File: config.mk
export PLATFORM = sky130hd
export DESIGN_NAME = mem_arbiter
export DESIGN_NICKNAME = d
export VERILOG_FILES = /design/src/rtl/mem_arbiter.sv
export SDC_FILE = /design/constraint.sdc
export NUM_CORES = 1
export LEC_CHECK = 0
export CORE_ASPECT_RATIO = 0.5
export CORE_UTILIZATION = 35
export DETAILED_ROUTE_END_ITERATION = 7
export PLACE_DENSITY = 0.69
export SYNTH_ARGS = -nofsm -noshare
export SYNTH_HDL_FRONTEND = slang
export SYNTH_SLANG_ARGS = --single-unit
File: constraint.sdc
create_clock -name clk -period 2.4 [get_ports clk]
set_clock_uncertainty 0.05 [all_clocks]
set_input_delay 0.36 -clock clk [delete_from_list [all_inputs] [get_ports clk]]
set_output_delay 0.36 -clock clk [all_outputs]
set_load 0.05 [all_outputs]
File: src/rtl/mem_arbiter.sv
// Arbitrates one single-port memory between a fetch port and a data port. Data has priority, and a
// starvation counter bounds fetch waits. Define MEM_ARB_IBUF_EN to add a one-entry fetch buffer.
module mem_arbiter #(
    parameter int unsigned AW         = 32,
    parameter int unsigned DW         = 32,
    parameter int unsigned STARVE_MAX = 4,
    parameter int unsigned TIMEOUT    = 255
) (
    input  logic          clk,
    input  logic          rst,
    input  logic          i_req,
    input  logic [AW-1:0] i_addr,
    output logic [DW-1:0] i_rdata,
    output logic          i_ready,
    input  logic          d_req,
    input  logic          d_we,
    input  logic [AW-1:0] d_addr,
    input  logic [DW-1:0] d_wdata,
    output logic [DW-1:0] d_rdata,
    output logic          d_ready,
    output logic          err,
    output logic          mem_req,
    output logic          mem_we,
    output logic [AW-1:0] mem_addr,
    output logic [DW-1:0] mem_wdata,
    input  logic [DW-1:0] mem_rdata,
    input  logic          mem_ack
);

    localparam int unsigned   TW        = (TIMEOUT > 1) ? $clog2(TIMEOUT) : 1;
    localparam logic [7:0]    StarveMax = 8'(STARVE_MAX);
    localparam logic [TW-1:0] TmoLast   = TW'(TIMEOUT - 1);
    localparam bit            TmoEn     = (TIMEOUT != 0);

    typedef enum logic [1:0] {StIdle, StIWait, StDWait} state_e;

    state_e        state_q, state_d;
    logic [7:0]    starve_q, starve_d;
    logic [TW-1:0] tmo_q, tmo_d;
    logic          mem_req_q, mem_req_d;
    logic          mem_we_q, mem_we_d;
    logic [AW-1:0] mem_addr_q, mem_addr_d;
    logic [DW-1:0] mem_wdata_q, mem_wdata_d;
    logic [DW-1:0] i_rdata_q, i_rdata_d;
    logic [DW-1:0] d_rdata_q, d_rdata_d;
    logic          i_ready_q, i_ready_d;
    logic          d_ready_q, d_ready_d;
    logic          err_q, err_d;

    logic          d_grant;
    logic          ibuf_hit;
    logic [DW-1:0] ibuf_data;

    // Fetch only preempts data once it has watched STARVE_MAX data grants go by.
    assign d_grant = d_req && !(i_req && starve_q == StarveMax);

`ifdef MEM_ARB_IBUF_EN
    logic          buf_vld_q, buf_vld_d;
    logic [AW-1:0] buf_addr_q, buf_addr_d;
    logic [DW-1:0] buf_data_q, buf_data_d;

    assign ibuf_hit  = (state_q == StIdle) && i_req && buf_vld_q && (i_addr == buf_addr_q) &&
                       !d_grant;
    assign ibuf_data = buf_data_q;

    always_comb begin
        buf_vld_d  = buf_vld_q;
        buf_addr_d = buf_addr_q;
        buf_data_d = buf_data_q;
        if (state_q == StIWait && mem_ack) begin
            buf_vld_d  = 1'b1;
            buf_addr_d = mem_addr_q;
            buf_data_d = mem_rdata;
        end
        if (state_q == StIdle && d_grant && d_we && d_addr == buf_addr_q) begin
            buf_vld_d = 1'b0;
        end
    end

    always_ff @(posedge clk or negedge rst) begin
        if (!rst) begin
            buf_vld_q  <= 1'b0;
            buf_addr_q <= '0;
            buf_data_q <= '0;
        end else begin
            buf_vld_q  <= buf_vld_d;
            buf_addr_q <= buf_addr_d;
            buf_data_q <= buf_data_d;
        end
    end
`else
    assign ibuf_hit  = 1'b0;
    assign ibuf_data = '0;
`endif

    always_comb begin
        state_d     = state_q;
        starve_d    = starve_q;
        tmo_d       = tmo_q;
        mem_req_d   = mem_req_q;
        mem_we_d    = mem_we_q;
        mem_addr_d  = mem_addr_q;
        mem_wdata_d = mem_wdata_q;
        i_rdata_d   = i_rdata_q;
        d_rdata_d   = d_rdata_q;
        i_ready_d   = 1'b0;
        d_ready_d   = 1'b0;
        err_d       = 1'b0;

        unique case (state_q)
            StIdle: begin
                tmo_d = '0;
                if (d_grant) begin
                    state_d     = StDWait;
                    mem_req_d   = 1'b1;
                    mem_we_d    = d_we;
                    mem_addr_d  = d_addr;
                    mem_wdata_d = d_wdata;
                    if (i_req && starve_q != StarveMax) begin
                        starve_d = starve_q + 8'd1;
                    end
                end else if (ibuf_hit) begin
                    i_rdata_d = ibuf_data;
                    i_ready_d = 1'b1;
                    starve_d  = '0;
                end else if (i_req) begin
                    state_d     = StIWait;
                    mem_req_d   = 1'b1;
                    mem_we_d    = 1'b0;
                    mem_addr_d  = i_addr;
                    mem_wdata_d = '0;
                    starve_d    = '0;
                end
            end
            StIWait, StDWait: begin
                // An ack on the timeout cycle still counts as a normal completion.
                if (mem_ack) begin
                    state_d   = StIdle;
                    mem_req_d = 1'b0;
                    if (state_q == StIWait) begin
                        i_rdata_d = mem_rdata;
                        i_ready_d = 1'b1;
                    end else begin
                        d_rdata_d = mem_we_q ? '0 : mem_rdata;
                        d_ready_d = 1'b1;
                    end
                end else if (TmoEn && tmo_q == TmoLast) begin
                    state_d   = StIdle;
                    mem_req_d = 1'b0;
                    err_d     = 1'b1;
                    if (state_q == StIWait) begin
                        i_rdata_d = '0;
                        i_ready_d = 1'b1;
                    end else begin
                        d_rdata_d = '0;
                        d_ready_d = 1'b1;
                    end
                end else begin
                    tmo_d = tmo_q + TW'(1);
                end
            end
            default: state_d = StIdle;
        endcase

        if (!i_req) begin
            starve_d = '0;
        end
    end

    always_ff @(posedge clk or negedge rst) begin
        if (!rst) begin
            state_q     <= StIdle;
            starve_q    <= '0;
            tmo_q       <= '0;
            mem_req_q   <= 1'b0;
            mem_we_q    <= 1'b0;
            mem_addr_q  <= '0;
            mem_wdata_q <= '0;
            i_rdata_q   <= '0;
            d_rdata_q   <= '0;
            i_ready_q   <= 1'b0;
            d_ready_q   <= 1'b0;
            err_q       <= 1'b0;
        end else begin
            state_q     <= state_d;
            starve_q    <= starve_d;
            tmo_q       <= tmo_d;
            mem_req_q   <= mem_req_d;
            mem_we_q    <= mem_we_d;
            mem_addr_q  <= mem_addr_d;
            mem_wdata_q <= mem_wdata_d;
            i_rdata_q   <= i_rdata_d;
            d_rdata_q   <= d_rdata_d;
            i_ready_q   <= i_ready_d;
            d_ready_q   <= d_ready_d;
            err_q       <= err_d;
        end
    end

    assign i_rdata   = i_rdata_q;
    assign i_ready   = i_ready_q;
    assign d_rdata   = d_rdata_q;
    assign d_ready   = d_ready_q;
    assign err       = err_q;
    assign mem_req   = mem_req_q;
    assign mem_we    = mem_we_q;
    assign mem_addr  = mem_addr_q;
    assign mem_wdata = mem_wdata_q;

endmodule

==> out/results.txt <==
total power = 15.1 mW
Final Wtd Congestion = 0.815
CP max-delay cell = o311a_1
Clock transition at path regs = 0.06 ns
vias in the first global route = 5147
total wire length = 18400 um
Die ar. = 18300 um2
Post-synth ARST share = 1.00
H-tree depth = 4
minimum clock period = 2.20 ns
count of final hold-check violations = 0
DR iter-0 viols = 204
drt pass-1 iters = 5
CP Capture Type = flop
die height = 96.2 um
hold crit path type = input pin to asynchronous set/reset pin
max frequency = 455 MHz
leak pwr = 4.26 nW
Net Count, Synth = 697
synth warn = 0
Syn Inst Count = 557
Post-synth EDFFs = 0
Seq/Total Area, Yosys = 0.609
Peak supply drop = 823 uV
CTS tree = yes
Overflow after GRT = 0
Worst EP required = 2.65 ns
cts bufs inserted = 17
GRT Util Overall = 0.198
Post-layout nets = 962
PwrDens = 1550 nW/um2
Via Count = 5227
CTS max path bufs = 2
first-pass GRT wire length = 27900 um
CP Class = flop to flop
io pins = 267
Worst Path Max Fanout = 8
post-CTS setup buffer count = 0
period utilisation layout = 0.916
critical path arrival = 2.45 ns
hpwl dp = 12800 um
Routed Antenna Nets = 0
Main synth FF type = dfrtp_1
initial antenna violation count = 0
effective utilization at floorplan = 0.369
Layout area overhead = 57.3%
Mapped Area = 6210 um2
later-pin clock latency in the skew report = 0.41 ns
std cell rows = 33
Slew headroom = 0.469
Core ar. = 16800 um2
Placed Area = 9200 um2
status = finished clean
FF+latch count, synth = 151
max-slew violation count = 0
Yosys cell types = 38
Max-cap violations = 0
sequence of cells on the critical path = inv_1 -> ha_1 -> nor2b_1 -> o21ai_0 -> o311a_1 -> a31o_2
maximum number of pins on one net before global-route repair = 74
root buf cell = clkbuf_16
RSZ-0062 raised after global routing = no
port bufs = 266
CP startpoint kind = flop
biggest cell delay along the critical path = 0.43 ns
drt drc = 0
number of inserted diodes = 0
clock sink count = 151
Avg Inst Size Synth = 11.1 um2
Worst-Margin Slew = 0.796 ns
setup_tns = 0 ns
layout cell share with drive strength beyond 1 = 0.0683
# setup viols final = 0
Via density = 4.92
Die Wd = 190 um
drt wl/cell = 17.3 um
design area = 9770 um2
[layout by cell type, fill, tap and decap left out, types with 5 or more instances in the layout]
| cell | n |
|---|---|
| clkdlybuf4s50_1 | 265 |
| dfrtp_1 | 151 |
| nand2_1 | 109 |
| a22o_1 | 64 |
| o21ai_0 | 59 |
| mux2i_1 | 32 |
| clkbuf_16 | 17 |
| nand3_1 | 11 |
| buf_4 | 11 |
| inv_1 | 10 |
| o21ai_1 | 10 |
| inv_6 | 7 |
| ha_1 | 6 |
| buf_12 | 6 |
| nor2_1 | 5 |
| nor2b_1 | 5 |
| o211ai_1 | 5 |
| a31oi_1 | 5 |
| a21oi_1 | 5 |
[cell type report]
| cell class | instances | area, um2 |
|---|---|---|
| clock buffers | 18 | 439 |
| flip-flops and latches | 151 | 3780 |
| well taps | 227 | 284 |
| repair buffers | 284 | 2880 |
| clock inverters | 14 | 114 |
| inverters | 10 | 37.5 |
| multi-input cells | 358 | 2240 |
| fillers | 1454 | 7080 |
[critical path: cells and delay by family, from the launching register on]
kind,cells,cell delay (ns)
and+or+nand+nor,1,0.27
adders and majority gates,1,0.36
buffers and inverters,1,0.05
AOI/OAI and AO/OA,3,0.98
DFF,1,0.37
[report_power, final]
part	total, mW	switching, mW	internal (mW)
combinational	8.36	5.51	2.85
clock	2.52	1.14	1.38
sequential	4.21	0.607	3.61
total	15.1	7.26	7.83
[stage by stage]
step | utilization | std cells | setup WS [ns] | hold slack [ns]
final | 0.580 | 1062 | 0.201 | 0.414
after global routing | 0.580 | 1062 | 0.00487 | 0.450
after CTS | 0.580 | 1062 | 0.208 | 0.419
after detailed placement | 0.546 | 1029 | 0.165 | 0.308
after global placement | 0.546 | 1029 | 0.285 | 0.307
after floorplan | - | 557 | 0.501 | 0.0144
[synth_stat cells (all sizes together) (2+ instances only)]
| master | instances | area, um2 |
|---|---|---|
| and3 | 4 | 25.0 |
| a21oi | 5 | 25.0 |
| o21a | 2 | 15.0 |
| a31oi | 5 | 31.3 |
| nand2b | 4 | 25.0 |
| nand3 | 11 | 55.1 |
| nand2 | 109 | 409 |
| o21ai | 72 | 372 |
| inv | 10 | 37.5 |
| dfrtp | 151 | 3780 |
| o2bb2ai | 2 | 17.5 |
| ha | 6 | 75.1 |
| and2 | 4 | 25.0 |
| nand4 | 2 | 12.5 |
| mux2i | 32 | 320 |
| nor2 | 5 | 18.8 |
| or3 | 4 | 25.0 |
| o22ai | 3 | 18.8 |
| a22o | 64 | 561 |
| o211ai | 5 | 37.5 |
| or4 | 4 | 33.8 |
| nor2b | 6 | 37.5 |
| clkbuf | 34 | 128 |
| buf | 4 | 46.3 |
[timing repair]
action                    in CTS  in global routing
gates resized for setup        0                  0
hold endpoints to repair      52                  0
hold buffers                   1                  0
[logic make-up after synthesis]
group / count (synthesis) / synth area share
compound gates: 163 / 0.181
fa+ha+maj: 6 / 0.0121
buf+inv: 48 / 0.0341
flops: 151 / 0.609
mux: 33 / 0.0534
simple gates: 156 / 0.111
[final timing paths]
kind | end | slack [ns] | cells past startpoint | start
max in group asynchronous | mem_addr[27]$_DFFE_PN0P_ | 1.17 | 3 | rst
setup / recovery | tmo_q[7]$_DFFE_PN0P_ | 0.20 | 6 | state_q[0]$_DFFE_PN0P_
hold / removal | mem_wdata[19]$_DFFE_PN0P_ | 0.41 | 2 | rst
min in group clk | mem_addr[6]$_DFFE_PN0P_ | 0.43 | 2 | mem_addr[6]$_DFFE_PN0P_
hold reg to reg | mem_addr[6]$_DFFE_PN0P_ | 0.43 | 2 | mem_addr[6]$_DFFE_PN0P_
setup reg to reg | tmo_q[7]$_DFFE_PN0P_ | 0.20 | 6 | state_q[0]$_DFFE_PN0P_
[sequential cells by signal, summed over array words and instances, names as in the netlist]
signal	cells
err	1
mem_we	1
d_rdata	32
d_ready	1
i_rdata	32
mem_wdata	32
tmo_q	8
state_q	2
starve_q	8
i_ready	1
mem_req	1
mem_addr	32
[layer usage]
| layer | vias up | global-route usage | part of all wire |
|---|---|---|---|
| li1 | 2512 | - | - |
| met1 | 2551 | 0.256 | 0.44 |
| met2 | 142 | 0.331 | 0.49 |
| met3 | 22 | 0.0419 | 0.044 |
| met4 | 0 | 0.0747 | 0.019 |
| met5 | - | 0 | 0 |
Note: power is estimated with default switching activity, not from simulation.
